## src/rtl/adder_pkg.sv

```systemverilog
// adder_pkg: shared types and constants for the nibble-serial adder.
//   stateT   - sequencer state (IDLE, RUN, DONE)
//   NIBBLE_W - width of the adder slice in bits
package adder_pkg;
  localparam int NIBBLE_W = 4;
  typedef enum logic [1:0] {IDLE, RUN, DONE} stateT;
endpackage

```

## src/rtl/cla4_slice.sv

```systemverilog
// cla4_slice: combinational 4-bit carry-lookahead adder slice.
//   a4, b4 - nibble operands
//   cin    - carry in
//   s4     - nibble sum
//   cout   - carry out of bit 3
module cla4_slice
  import adder_pkg::*;
(
  input  logic [NIBBLE_W-1:0] a4,
  input  logic [NIBBLE_W-1:0] b4,
  input  logic                cin,
  output logic [NIBBLE_W-1:0] s4,
  output logic                cout
);
  logic [3:0] g, p;
  logic [4:0] c;
  always_comb begin
    g = a4 & b4;
    p = a4 ^ b4;
    c[0] = cin;
    c[1] = g[0] | (p[0] & cin);
    c[2] = g[1] | (p[1] & g[0]) | (p[1] & p[0] & cin);
    c[3] = g[2] | (p[2] & g[1]) | (p[2] & p[1] & g[0]) | (p[2] & p[1] & p[0] & cin);
    c[4] = g[3] | (p[3] & g[2]) | (p[3] & p[2] & g[1]) | (p[3] & p[2] & p[1] & g[0])
         | (p[3] & p[2] & p[1] & p[0] & cin);
    s4 = p ^ c[3:0];
    cout = c[4];
  end
endmodule

```

## src/rtl/nibble_serial_adder_ctrl.sv

```systemverilog
// nibble_serial_adder_ctrl: WIDTH-bit add/subtract over one 4-bit CLA slice, LSB nibble first.
//   clk, rst_n           - clock, asynchronous active-low reset
//   in_valid, in_ready   - operand handshake (a, b, sub sampled on accept)
//   out_valid, out_ready - result handshake
//   sum, carry_out       - result and carry out of the MSB (for sub: 1 = no borrow)
//   overflow             - signed two's-complement overflow
module nibble_serial_adder_ctrl
  import adder_pkg::*;
#(
  parameter int WIDTH = 16
) (
  input  logic             clk,
  input  logic             rst_n,
  input  logic             in_valid,
  output logic             in_ready,
  input  logic [WIDTH-1:0] a,
  input  logic [WIDTH-1:0] b,
  input  logic             sub,
  output logic             out_valid,
  input  logic             out_ready,
  output logic [WIDTH-1:0] sum,
  output logic             carry_out,
  output logic             overflow
);
  localparam int NIB = WIDTH / NIBBLE_W;
  localparam int CNT_W = $clog2(NIB);
  localparam logic [CNT_W-1:0] LAST = CNT_W'(NIB - 1);

  stateT state, nextState;
  logic [WIDTH-1:0] aReg, bReg, sumReg;
  logic [CNT_W-1:0] cnt;
  logic carryReg, carryOutReg, overflowReg, last;
  logic [NIBBLE_W-1:0] sliceA, sliceB, sliceS;
  logic sliceC;

  always_comb begin
    last = cnt == LAST;
    in_ready = state == IDLE;
    out_valid = state == DONE;
    nextState = state == IDLE ? (in_valid ? RUN : IDLE)
              : state == RUN  ? (last ? DONE : RUN)
              : (out_ready ? IDLE : DONE);
    sliceA = aReg[NIBBLE_W*cnt +: NIBBLE_W];
    sliceB = bReg[NIBBLE_W*cnt +: NIBBLE_W];
  end

  cla4_slice slice (
    .a4(sliceA),
    .b4(sliceB),
    .cin(carryReg),
    .s4(sliceS),
    .cout(sliceC)
  );

  always_ff @(posedge clk or negedge rst_n)
    if (!rst_n) state <= IDLE;
    else state <= nextState;

  // Subtraction is A + ~B + 1: B is inverted on capture and the +1 enters as the first carry.
  always_ff @(posedge clk or negedge rst_n) begin
    if (!rst_n) begin
      aReg <= '0;
      bReg <= '0;
      sumReg <= '0;
      cnt <= '0;
      carryReg <= 1'b0;
      carryOutReg <= 1'b0;
      overflowReg <= 1'b0;
    end else if (state == IDLE && in_valid) begin
      aReg <= a;
      bReg <= sub ? ~b : b;
      carryReg <= sub;
      cnt <= '0;
    end else if (state == RUN) begin
      sumReg[NIBBLE_W*cnt +: NIBBLE_W] <= sliceS;
      carryReg <= sliceC;
      cnt <= cnt + CNT_W'(1);
      if (last) begin
        carryOutReg <= sliceC;
        overflowReg <= (aReg[WIDTH-1] == bReg[WIDTH-1]) && (sliceS[NIBBLE_W-1] != aReg[WIDTH-1]);
      end
    end
  end

  assign sum = sumReg;
  assign carry_out = carryOutReg;
  assign overflow = overflowReg;
endmodule

```

## config.mk

```make
export PLATFORM = sky130hd
export DESIGN_NAME = nibble_serial_adder_ctrl
export DESIGN_NICKNAME = d
export VERILOG_FILES = /design/src/rtl/adder_pkg.sv /design/src/rtl/cla4_slice.sv /design/src/rtl/nibble_serial_adder_ctrl.sv
export SDC_FILE = /design/constraint.sdc
export NUM_CORES = 1
export LEC_CHECK = 0
export ABC_AREA = 1
export BUFFER_PORTS_ARGS = -buffer_cell sky130_fd_sc_hd__buf_2
export CORE_MARGIN = 2
export CORE_UTILIZATION = 35
export DETAILED_ROUTE_END_ITERATION = 7
export REMOVE_ABC_BUFFERS = 1
export SLEW_MARGIN = 20
export SYNTH_ARGS = -nofsm -noshare
export SYNTH_HDL_FRONTEND = slang
export SYNTH_SLANG_ARGS = --single-unit
```

## constraint.sdc

```tcl
create_clock -name clk -period 2.2 [get_ports clk]
set_input_delay 0 -clock clk [delete_from_list [all_inputs] [get_ports clk]]
set_output_delay 0 -clock clk [all_outputs]
set_load 0.005 [all_outputs]
```

==> impl_metrics.toml <==
[status]
status = "completed"

[placed_design]
dpl.hpwl_mm = 4.278
gp_congestion = 0.7859
post_dp_cell_area_um2 = 3178
io_buffers = 56

[global_route]
antenna_found_initial = 0
grt_pass1_vias = 2321
grt_pass1_wl_mm = 10.36
grt_usage_pct = 14.75
grt_overflow = 0
grt_max_degree = 56

[logic_synthesis]
syn_area_um2 = 2790
synth_top_flop_cell = "dfrtp_1"
syn_avg_cell_area_um2 = 8.404
synth_cell_types = 26
synth-seq-cells = 55
synth_edf_count = 0
async_flop_share_pct = 100.0
yosysTopAreaCellShare_pct = 49.33
yosysTopAreaCell = "dfrtp_1"
ys_seq_area_share_pct = 49.33
synth_warnings = 0
synthTopCellsByArea = "dfrtp_1, nand2_1, o21ai_0"
syn_inst = 332

[floorplanning]
design.die.area_um2 = 8702
core-area_um2 = 7727
initial_core_util_pct = 36.11
io_pins = 57
rows = 32
fp.dieH_um = 93.29
die_w_um = 93.29

[final_layout]
layout.nets = 474
nFillCells = 767
area_growth_syn_to_layout_pct = 30.85
final_core_util_pct = 47.25
drive_gt1_share_pct = 20.89
design_area_um2 = 3651
diodes = 0

[cts]
htree_levels = 2
cts_buffer_depth = 2
cts_tree = "done"
numCtsBuffers = 5
insertion_delay_ps = 300
cts_root_buffer = "clkbuf_8"
clock_sinks = 55
clkTransAtPathRegs_ps = 90

[timing]
min_period_ps = 2104
skew_ps = 2.896
rsz0062_at_grt = "true"
fin_tns_setup_ps = 0
fin_crit_sh_pct = 95.63
slew_violations = 0
finalHoldViolations = 0
slew_headroom_pct = 54.77
fmax_ghz = 0.4753
tightest_slew_ps = 678.4
finalSetupViolCount = 0

[worst_setup_path]
r2r_start = "cnt[0]$_DFFE_PN0P_"
critPathKind = "register to register"
critPathLaunchType = "register"
cp_max_fo = 18
endpoint_kind = "register"
ff2ff_path_depth = 13
arrival_ps = 2350
r2r-end = "overflow$_DFFE_PN0P_"
crit_required_ps = 2450
r2r_slack_ps = 100

[worst_hold_path]
hold_start = "b[0]"
hold_path_class = "input port to register"
min_to = "bReg[0]$_DFFE_PN0P_"
holdPathStages = 3

[power_and_ir_drop]
power.total_uw = 5264
power_density_nw_per_um2 = 1442
cellLeakagePower_uw = 0.001859
vdd_drop_max_mv = 0.6810

[route]
post-route-drc-count = 0
viasPerCell = 4.542
wire_per_inst_um = 11.37
drt_iter0_drc = 75
drt-total-wl_mm = 6.002
dr.pass1.iters = 4
antenna_left = 0
routed-via-count = 2398

[flow_run]
cap_violations = 0
==> logic make-up after synthesis <==
kind of cell / after synthesis / share of synthesized area, %
buf+inv: 32 / 5.740
compound gates: 60 / 11.39
simple gates: 157 / 23.00
xor+xnor: 17 / 5.336
flops: 55 / 49.33
fa+ha+maj: 11 / 5.202
==> cell usage in the layout, fill, tap and decap left out, drive strengths merged <==
| cell type | count |
|---|---|
| o31ai | 2 |
| dlygate4sd3 | 32 |
| nand2 | 115 |
| ha | 10 |
| o21bai | 1 |
| clkinvlp | 1 |
| nand4 | 2 |
| clkbuf | 6 |
| o22ai | 8 |
| dfrtp | 55 |
| clkinv | 1 |
| o21ai | 49 |
| nand3 | 9 |
| fa | 1 |
| nor3 | 1 |
| nor2 | 30 |
| xnor2 | 17 |
| buf | 67 |
| inv | 19 |
==> worst max-delay path, cell delays in order, from the launching register on <==
cell     delay (ps)
dfrtp_2         460
buf_12          160
o21ai_0         160
o22ai_1         120
ha_1            350
nand2_1          90
nor2_1           40
nor2_1          120
nand3_1         190
nand2_1         150
nand2_1          60
nand2_1          70
nand2_1          50
nand2_1          50
==> flip-flops by register name, indices dropped and copies added (netlist names) <==
register / count
aReg: 16
bReg: 16
sum: 16
cnt: 2
state: 2
carryReg: 1
carry_out: 1
overflow: 1
==> worst max path at each step <==
stage / from / end / slack [ps] / cells past startpoint
after floorplan: cnt[0]$_DFFE_PN0P_ / sum[7]$_DFFE_PN0P_ / -40 / 13
after global placement: cnt[0]$_DFFE_PN0P_ / sum[15]$_DFFE_PN0P_ / 80 / 13
after detailed placement: cnt[0]$_DFFE_PN0P_ / sum[7]$_DFFE_PN0P_ / 40 / 13
after CTS: cnt[0]$_DFFE_PN0P_ / sum[7]$_DFFE_PN0P_ / 20 / 13
after global routing: cnt[1]$_DFFE_PN0P_ / sum[7]$_DFFE_PN0P_ / -30 / 13
final: cnt[0]$_DFFE_PN0P_ / overflow$_DFFE_PN0P_ / 100 / 13
==> metrics by stage <==
stage | setup WS, ps | hold slack [ps] | instances
detailed placement | 42.42 | 170.4 | 484
floorplan | -43.38 | -295.6 | 320
global route | -29.93 | 0.7121 | 528
CTS | 21.46 | 3.229 | 523
global placement | 82.33 | 175.0 | 484
finish | 96.20 | 1.720 | 528
==> per-layer routing <==
metal | GRT usage, % | part of all wire (%) | up-vias
met1 | 19.21 | 47 | 1087
met3 | 2.740 | 4.2 | 7
met2 | 25.36 | 48 | 51
met5 | 0 | 0 | -
met4 | 3.676 | 1.0 | 0
li1 | - | - | 1253
==> cell usage after synthesis (2+ instances only) <==
cell	number
nand2_1	111
dfrtp_1	55
o21ai_0	46
nor2_1	26
inv_1	17
xnor2_1	17
ha_1	10
nand3_1	9
o22ai_1	8
buf_2	5
buf_4	3
nor2_2	3
o21ai_1	3
buf_6	2
clkbuf_1	2
nand2_2	2
nand2_4	2
nand4_1	2
o31ai_1	2
==> what timing repair did <==
| action | in CTS | in global routing |
|---|---|---|
| setup buffers | 0 | 5 |
| hold buffers | 32 | 0 |
| endpoints found under the setup margin | 1 | 11 |
| gates resized for setup | 1 | 9 |
| pin swaps | 0 | 3 |
| hold endpoints to repair | 86 | 0 |
==> power breakdown <==
| part | total (uW) | switching (uW) | internal [uW] |
|---|---|---|---|
| combinational | 3000 | 1830 | 1180 |
| sequential | 1710 | 267 | 1450 |
| clock | 551 | 304 | 248 |
==> layout make-up <==
class	count	area, um2	share of cell area [%]
flip-flops and latches	55	1378	37.73
multi-input cells	245	1270	34.78
repair buffers	99	699.4	19.16
well taps	102	127.6	3.496
inverters	20	88.84	2.433
clock buffers	6	82.58	2.262
clock inverters	1	5.005	0.1371
Note: power is estimated with default switching activity, not from simulation.
